`config.mk`:
```
export PLATFORM = sky130hd
export DESIGN_NAME = outer_seq
export DESIGN_NICKNAME = d
export VERILOG_FILES = /design/src/rtl/outer_seq.sv
export SDC_FILE = /design/constraint.sdc
export NUM_CORES = 1
export LEC_CHECK = 0
export ABC_AREA = 1
export ABC_CLOCK_PERIOD_IN_PS = 4800
export CAP_MARGIN = 10
export CELL_PAD_IN_SITES_DETAIL_PLACEMENT = 1
export CELL_PAD_IN_SITES_GLOBAL_PLACEMENT = 1
export CORE_MARGIN = 3
export CORE_UTILIZATION = 30
export DETAILED_ROUTE_END_ITERATION = 6
export PLACE_DENSITY = 0.81
export SYNTH_ARGS = -nofsm -noshare
export SYNTH_HDL_FRONTEND = slang
export SYNTH_SLANG_ARGS = --single-unit
export TNS_END_PERCENT = 30
```
`constraint.sdc`:
```
create_clock -name clk -period 4.8 [get_ports clk]
set_input_delay 0.48 -clock clk [delete_from_list [all_inputs] [get_ports clk]]
set_output_delay 0.48 -clock clk [all_outputs]
set_load 0.1 [all_outputs]
```
`src/rtl/outer_seq.sv`:
```
// ============================================================================
// Module   : outer_seq
// Purpose  : Outer interpreter sequencer. Walks the terminal input buffer one
//            token at a time: looks each token up in the dictionary, then
//            executes it, compiles it as a cell, or parses it as a number that
//            is pushed or compiled as a literal.
// Ports    : clk/rst          clock, asynchronous active-high reset
//            en               run enable (low returns to IDLE)
//            tib_len/hex/ctx0/here0  run setup, parser radix
//            cmp_set/cmp_clr  compile-flag pulses (clear wins)
//            fdr_*            dictionary finder handshake
//            a2i_*            number parser handshake
//            exe_*            word executor handshake
//            psh_*            data stack push handshake
//            mem_*            dictionary byte write port
//            tib/here/cmp/bsy/err/err_code  status
// Revision : 1.0  initial release
// ============================================================================
`default_nettype none

module outer_seq #(
    parameter int unsigned TIB    = 'h0,
    parameter int unsigned DSZ    = 8,
    parameter int unsigned ASZ    = 17,
    parameter int unsigned NB     = 4,
    parameter int unsigned OP_LIT = 'h01,
    parameter int unsigned HMAX   = 'h1FFFF
) (
    input  logic           clk,
    input  logic           rst,
    input  logic           en,
    input  logic [ASZ-1:0] tib_len,
    input  logic           hex,
    input  logic [ASZ-1:0] ctx0,
    input  logic [ASZ-1:0] here0,
    input  logic           cmp_set,
    input  logic           cmp_clr,
    output logic           fdr_req,
    output logic [ASZ-1:0] fdr_aw,
    output logic [ASZ-1:0] fdr_ctx,
    input  logic           fdr_done,
    input  logic           fdr_hit,
    input  logic           fdr_imm,
    input  logic [ASZ-1:0] fdr_pfa,
    input  logic [ASZ-1:0] fdr_tib,
    output logic           a2i_req,
    output logic [ASZ-1:0] a2i_ai,
    output logic           a2i_hex,
    input  logic           a2i_done,
    input  logic           a2i_err,
    input  logic [31:0]    a2i_val,
    input  logic [ASZ-1:0] a2i_tib,
    output logic           exe_req,
    output logic [ASZ-1:0] exe_pfa,
    input  logic           exe_done,
    output logic           psh_req,
    output logic [31:0]    psh_val,
    input  logic           psh_ack,
    output logic           mem_we,
    output logic [ASZ-1:0] mem_ai,
    output logic [DSZ-1:0] mem_vi,
    output logic [ASZ-1:0] tib,
    output logic [ASZ-1:0] here,
    output logic           cmp,
    output logic           bsy,
    output logic           err,
    output logic [1:0]     err_code
);

    localparam logic [ASZ-1:0] c_tib  = ASZ'(TIB);
    localparam int             c_ww   = NB * DSZ;
    localparam int             c_iw   = $clog2(NB + 2);
    localparam logic [ASZ+1:0] c_hmax = (ASZ+2)'(HMAX);
    localparam logic [DSZ-1:0] c_lit  = DSZ'(OP_LIT);
    localparam logic [c_iw-1:0] c_cma_last = c_iw'(NB - 1);
    localparam logic [c_iw-1:0] c_num_last = c_iw'(NB);

    typedef enum logic [3:0] {
        S_IDLE = 4'd0,
        S_CHK  = 4'd1,
        S_FND  = 4'd2,
        S_EXE  = 4'd3,
        S_CMA  = 4'd4,
        S_A2I  = 4'd5,
        S_NUM  = 4'd6,
        S_PSH  = 4'd7,
        S_DONE = 4'd8,
        S_ERR  = 4'd9
    } state_t;

    state_t          r_state;
    logic [ASZ-1:0]  r_tib;
    logic [ASZ-1:0]  r_here;
    logic [ASZ-1:0]  r_ctx;
    logic [ASZ-1:0]  r_tok;
    logic [ASZ-1:0]  r_pfa;
    logic [31:0]     r_val;
    logic            r_cmp;
    logic [c_iw-1:0] r_idx;
    logic [1:0]      r_err_code;

    logic            w_at_end;
    logic            w_ovf_cma;
    logic            w_ovf_num;
    logic [c_ww-1:0] w_word;
    logic [c_iw-1:0] w_sel;
    logic [DSZ-1:0]  w_byte;

    // Widened arithmetic so end-of-buffer and dictionary-limit tests never wrap.
    assign w_at_end  = {1'b0, r_tib} >= ({1'b0, c_tib} + {1'b0, tib_len});
    assign w_ovf_cma = ({2'b00, r_here} + (ASZ+2)'(NB - 1)) > c_hmax;
    assign w_ovf_num = ({2'b00, r_here} + (ASZ+2)'(NB)) > c_hmax;

    always_ff @(posedge clk or posedge rst) begin
        if (rst) begin
            r_state    <= S_IDLE;
            r_tib      <= c_tib;
            r_here     <= '0;
            r_ctx      <= '0;
            r_tok      <= '0;
            r_pfa      <= '0;
            r_val      <= '0;
            r_cmp      <= 1'b0;
            r_idx      <= '0;
            r_err_code <= 2'd0;
        end else begin
            if (!en) begin
                r_state <= S_IDLE;
            end else begin
                case (r_state)
                    S_IDLE: begin
                        r_tib      <= c_tib;
                        r_here     <= here0;
                        r_ctx      <= ctx0;
                        r_cmp      <= 1'b0;
                        r_err_code <= 2'd0;
                        r_state    <= S_CHK;
                    end
                    S_CHK: begin
                        if (w_at_end) begin
                            r_state <= S_DONE;
                        end else begin
                            r_tok   <= r_tib;
                            r_state <= S_FND;
                        end
                    end
                    S_FND: begin
                        if (fdr_done) begin
                            r_tib <= fdr_tib;
                            r_pfa <= fdr_pfa;
                            r_idx <= '0;
                            if (fdr_hit && r_cmp && !fdr_imm) begin
                                if (w_ovf_cma) begin
                                    r_err_code <= 2'd2;
                                    r_state    <= S_ERR;
                                end else begin
                                    r_state <= S_CMA;
                                end
                            end else if (fdr_hit) begin
                                r_state <= S_EXE;
                            end else begin
                                r_state <= S_A2I;
                            end
                        end
                    end
                    S_EXE: begin
                        if (exe_done) r_state <= S_CHK;
                    end
                    S_CMA: begin
                        r_here <= r_here + 1'b1;
                        r_idx  <= r_idx + 1'b1;
                        if (r_idx == c_cma_last) r_state <= S_CHK;
                    end
                    S_A2I: begin
                        if (a2i_done) begin
                            r_idx <= '0;
                            if (a2i_err) begin
                                r_err_code <= 2'd1;
                                r_state    <= S_ERR;
                            end else begin
                                r_tib <= a2i_tib;
                                r_val <= a2i_val;
                                if (!r_cmp) begin
                                    r_state <= S_PSH;
                                end else if (w_ovf_num) begin
                                    r_err_code <= 2'd2;
                                    r_state    <= S_ERR;
                                end else begin
                                    r_state <= S_NUM;
                                end
                            end
                        end
                    end
                    S_NUM: begin
                        r_here <= r_here + 1'b1;
                        r_idx  <= r_idx + 1'b1;
                        if (r_idx == c_num_last) r_state <= S_CHK;
                    end
                    S_PSH: begin
                        if (psh_ack) r_state <= S_CHK;
                    end
                    S_DONE, S_ERR: r_state <= r_state;
                    default: r_state <= S_IDLE;
                endcase
            end
            // Placed after the state case so a pulse overrides the IDLE load.
            if (cmp_clr) begin
                r_cmp <= 1'b0;
            end else if (cmp_set) begin
                r_cmp <= 1'b1;
            end
        end
    end

    // Byte lane select: CMA emits pfa bytes 0..NB-1, NUM emits the literal
    // opcode at index 0 followed by val bytes 0..NB-1.
    always_comb begin
        w_word = (r_state == S_CMA) ? c_ww'(r_pfa) : c_ww'(r_val);
        w_sel  = (r_state == S_NUM) ? (r_idx - 1'b1) : r_idx;
        w_byte = '0;
        for (int k = 0; k < int'(NB); k++) begin
            if (w_sel == c_iw'(k)) w_byte = w_word[k*DSZ +: DSZ];
        end
    end

    // All handshake outputs decode from state, so no done/ack reaches a req
    // combinationally and at most one request is ever active.
    assign fdr_req  = (r_state == S_FND);
    assign a2i_req  = (r_state == S_A2I);
    assign exe_req  = (r_state == S_EXE);
    assign psh_req  = (r_state == S_PSH);
    assign mem_we   = (r_state == S_CMA) || (r_state == S_NUM);
    assign mem_ai   = mem_we ? r_here : '0;
    assign mem_vi   = !mem_we ? '0 :
                      ((r_state == S_NUM) && (r_idx == '0)) ? c_lit : w_byte;
    assign fdr_aw   = r_tok;
    assign fdr_ctx  = r_ctx;
    assign a2i_ai   = r_tok;
    assign a2i_hex  = hex;
    assign exe_pfa  = r_pfa;
    assign psh_val  = r_val;
    assign tib      = r_tib;
    assign here     = r_here;
    assign cmp      = r_cmp;
    assign bsy      = !((r_state == S_IDLE) || (r_state == S_DONE) || (r_state == S_ERR));
    assign err      = (r_state == S_ERR);
    assign err_code = (r_state == S_ERR) ? r_err_code : 2'd0;

endmodule

`default_nettype wire

```
Word-level counts from Yosys, hierarchy flattened:

Index checks and enable logic that the tools add are counted.

* bits in registers: 127
* input port bits: 147
* output and inout bits: 170

* $add $sub $neg: 5
* order comparisons: 3
* equality and inequality tests: 28
* muxes and demuxes: 45
* bitwise gates (word level): 2
* reduce and logical (&&, ||, !) cells: 28

Operator list (count)
* 2-to-1 mux 17 bit: 4
* 2-to-1 mux 4 bit: 13
* one-hot mux 17 bit (3 select lines): 1
* 2-to-1 mux 8 bit: 6
* greater-than comparator 18 x 17 -> 1 bit, second input constant: 2
* one-hot mux 4 bit (9 select lines): 1
* one-hot mux 17 bit (2 select lines): 1
* 2-to-1 mux 32 bit: 1
* adder 17 x 2 -> 18 bit, second input constant: 1
* adder 17 x 3 -> 18 bit, second input constant: 1
* adder 17 x 1 -> 17 bit, second input constant: 1
* greater-or-equal comparator 17 bit: 1
* equality test 4 x 3 -> 1 bit, second input constant: 4
* 2-to-1 mux 2 bit: 8
* 2-to-1 mux 3 bit: 4
* != test 3 x 2 -> 1 bit, second input constant: 4
* nonzero test 3 bit: 4
* equality test 3 x 2 -> 1 bit, second input constant: 3
* one-hot mux 3 bit (3 select lines): 1
* equality test 4 x 2 -> 1 bit, second input constant: 2
* equality test 4 bit, second input constant: 2
* != test 2 x 1 -> 1 bit, second input constant: 4
* AND reduction 4 bit: 2
* AND reduction 8 bit: 1
* 22 further kinds: 39

Logic depth before layout (Yosys ltp):

* depth in word-level cells: 9
* depth in mapped cells: 15
* mapped depth without buffers: 14

Worst setup path before layout:

Ideal clock, no wire load.

* path type: reg2out
* start: reg r_state[1]
* end: out err_code[0]
* arrival: 3.377 ns
* required time: 4.320 ns
* slack: 0.943 ns
* stages on the path, launching flop included: 6
* buffers on the path: 0
* cells stage by stage: dfrtp_1 inv_2 nand2_2 nor2_1 inv_1 nor2_1

* longest elaborated chain between the ends: 2

Ends and longest elaborated chain
* from (decl): line 91 `state_t r_state;`
* from (signal assigned): line 202 `S_DONE, S_ERR: r_state <= r_state;`
* equality test 4 bit
* net err: line 66 `output logic err,`
* 2-to-1 mux 2 bit: line 247 `assign err_code = (r_state == S_ERR) ? r_err_code : 2'd0;`
* to (decl): line 67 `output logic [1:0] err_code`

The timed path passes the listed nets, and every way through them passes these cells.

Final worst setup path:

* start: reg r_state[3]
* end: out mem_ai[0]

* longest elaborated chain between the ends: 3

Ends and longest elaborated chain
* equality test 4 x 3 -> 1 bit: line 232 `assign mem_we = (r_state == S_CMA) || (r_state == S_NUM);`
* logical OR 1 bit *: line 232
* 2-to-1 mux 17 bit *: line 233 `assign mem_ai = mem_we ? r_here : '0;`
* to (decl): line 60 `output logic [ASZ-1:0] mem_ai,`

Mark *: on every way between the ends. The rest lies on a longest branch, timed or not.

==> reports/results.txt <==
outcome: finished, final reports clean
first-pass GRT wire length: 45120 um
unrepaired setup endpoints after global routing: false
ANT nets after route: 0
share of cells above drive strength 1: 0.08354
CP Capture Type: primary output
post-layout worst setup margin: 1.090 ns
FP Rows: 56
Hold Fails Final Rpt: 0
CTS tree: done
mean cell area of the mapped netlist: 8.023 um^2
Post-synth EDFFs: 0
Mapped Nets: 1089
clk_lat worst skew: 0.42 ns
HP Class: flop to flop
Tmin final: 3.710 ns
DR iter-0 viols: 299
CP bufs+invs: 3
DRC viols: 0
DRT Pass-1 Iters: 4
CP max FO: 44
Crit-path slowest cell: clkdlybuf4s50_1
crit path kind: flop to primary output
Clock transition at path regs: 0.06 ns
Final period util: 0.7730
Resize count post-CTS: 0
worst slew pin tran: 1.063 ns
Worst Path Required: 4.32 ns
Relative slew margins: 0.2893
Critical Path Max Stage Delay: 1.19 ns
GP Congestion: 0.8937
final-report max-slew violation count: 0
core region area: 23820 um^2
CTS Buf Count: 17
max_cap viols: 0
final WL: 29050 um
Yosys reg bits: 127
die height: 162.8 um
Post-synth top flop: dfrtp_1
via count: 7540
Initial Util: 0.3095
Setup violations, final: 0
ANT cells: 0
root buffer cell: clkbuf_16
CP most frequent cell: inv_2
H-Tree Depth: 4
largest net degree at the start of global routing: 101
cell family with most CP delay: buffers and inverters
post-route setup TNS: 0 ns
Post-CTS Setup Bufs: 0
Async SR Flop Fraction: 1.000
initial antenna violation count: 0
clock skew: 0.008754 ns
clk sinks: 127
DIE AREA: 26490 um^2
number of port buffers: 314
fmax: 0.2695 GHz
DP Worst Slack: 1.459 ns
Mapped Area: 7373 um^2
routed len/inst: 18.86 um
Area Growth Syn to Fin: 52.30%
Mapped Cells: 919
Layout Nets: 1378
grt ovf: 0
I/O pins: 317
CP cell instances: inv_2 > nand2_1 > inv_2 > nand2_2 > nor2_1 > clkdlybuf4s50_1
Via-to-Cell Ratio: 4.896
GR Util All Layers: 0.2154
vias in the first global route: 8218
post-synth cell types: 44
maximum clock insertion buffer count: 2
hold buffers post-CTS: 0
startpoint class of the critical path: flop
CP arrival: 3.23 ns
Die X: 162.8 um
sequential area share after synthesis: 0.4310
Post-DP HPWL: 22090 um
Syn. warnings: 0
==> metrics by stage <==
step           area (um^2)  hold WS [ns]    util  std cells
2_1_floorplan         7373        0.4588       -        919
3_3_place_gp         10650        0.4524  0.4472       1508
3_5_place_dp         10650        0.4619  0.4472       1508
4_1_cts              11230        0.4782  0.4714       1540
5_1_grt              11230        0.5041  0.4714       1540
6_report             11230        0.4752  0.4714       1540
==> worst min-delay path: cells and delay by family (launching register included) <==
kind          cells  cell delay [ns]
simple gates      2             0.09
flops             1             0.35
==> flip-flops by register name, summed over array words and instances, names as in the netlist <==
name and count:
here 17, psh_val 32, a2i_ai 17, r_idx 3
tib 17, r_state 4, exe_pfa 17, cmp 1
fdr_ctx 17, r_err_code 2
==> final cells by class <==
| class | instances | area [um^2] |
|---|---|---|
| clock buffers | 17 | 425.4 |
| clock inverters | 15 | 151.4 |
| fillers | 2843 | 12590 |
| inverters | 86 | 327.8 |
| multi-input cells | 657 | 3590 |
| flip-flops and latches | 127 | 3178 |
| well taps | 319 | 399.1 |
| repair buffers | 319 | 3158 |
==> kinds of logic (layout without fill, tap and decap cells) <==
| group | count (synthesis) | in the layout | synth area share |
|---|---|---|---|
| and+or+nand+nor | 475 | 475 | 0.2720 |
| buffers and inverters | 135 | 437 | 0.08213 |
| DFF | 127 | 127 | 0.4310 |
| AOI/OAI and AO/OA | 107 | 107 | 0.09452 |
| muxes | 47 | 47 | 0.07178 |
| adders and majority gates | 23 | 23 | 0.03903 |
| xor gates and xnor gates | 5 | 5 | 0.009505 |
==> Yosys cell counts (4+ instances only) <==
master	number	area (um^2)
o21ai_1	11	55.05
a32oi_1	4	35.03
buf_2	13	65.06
inv_2	12	45.04
nand3_2	5	50.05
a21oi_1	26	130.1
buf_4	20	150.1
a31oi_1	7	43.79
inv_1	74	277.8
clkbuf_1	11	41.29
nor3_1	8	40.04
o21ai_0	19	95.09
nand4_1	16	100.1
dfrtp_1	127	3178
a22o_1	17	148.9
mux2_2	18	202.7
buf_1	4	15.01
mux2_1	29	326.6
nand3_1	52	260.3
o21a_1	6	45.04
nor2_1	64	240.2
ha_1	23	287.8
nand2_2	5	31.28
nand2_1	313	1175
==> routing by layer <==
layer  GRT usage  up-vias  share of wire
li1            -     3553              -
met1      0.2560     3683           0.41
met2      0.3810      258           0.50
met3     0.05112       46          0.063
met4     0.07305        0          0.025
met5           0        -              0
==> path summary, 6_finish.rpt <==
check                                         from                      end  slack (ns)  cells after the start
max                         r_state[3]$_DFFE_PP0P_                mem_ai[0]        1.09                      6
min reg2reg                fdr_ctx[13]$_DFFE_PP0P_  fdr_ctx[13]$_DFFE_PP0P_        0.48                      2
min                        fdr_ctx[13]$_DFFE_PP0P_  fdr_ctx[13]$_DFFE_PP0P_        0.48                      2
max in group asynchronous                      rst   psh_val[3]$_DFFE_PP0P_        3.23                      3
min in group asynchronous                      rst    a2i_ai[8]$_DFFE_PP0P_        0.63                      2
max reg2reg                 r_state[3]$_DFFE_PP0P_   psh_val[8]$_DFFE_PP0P_        1.71                      7
==> cell usage in the layout (no fill, tap or decap), drive strengths merged, types with 3 or more instances in the layout <==
| cell type | n |
|---|---|
| a21oi | 26 |
| a22o | 17 |
| a31oi | 8 |
| a32oi | 4 |
| buf | 14 |
| clkbuf | 17 |
| clkdlybuf4s50 | 305 |
| clkinv | 4 |
| dfrtp | 127 |
| ha | 23 |
| inv | 94 |
| mux2 | 47 |
| nand2 | 319 |
| nand3 | 57 |
| nand4 | 16 |
| nor2 | 70 |
| nor3 | 9 |
| o21a | 6 |
| o21ai | 33 |
| o21bai | 3 |
| o22ai | 3 |
| xor2 | 5 |
Power is not shown: default switching activity piles up to over one toggle a cycle in this logic, so the estimate is an artifact.
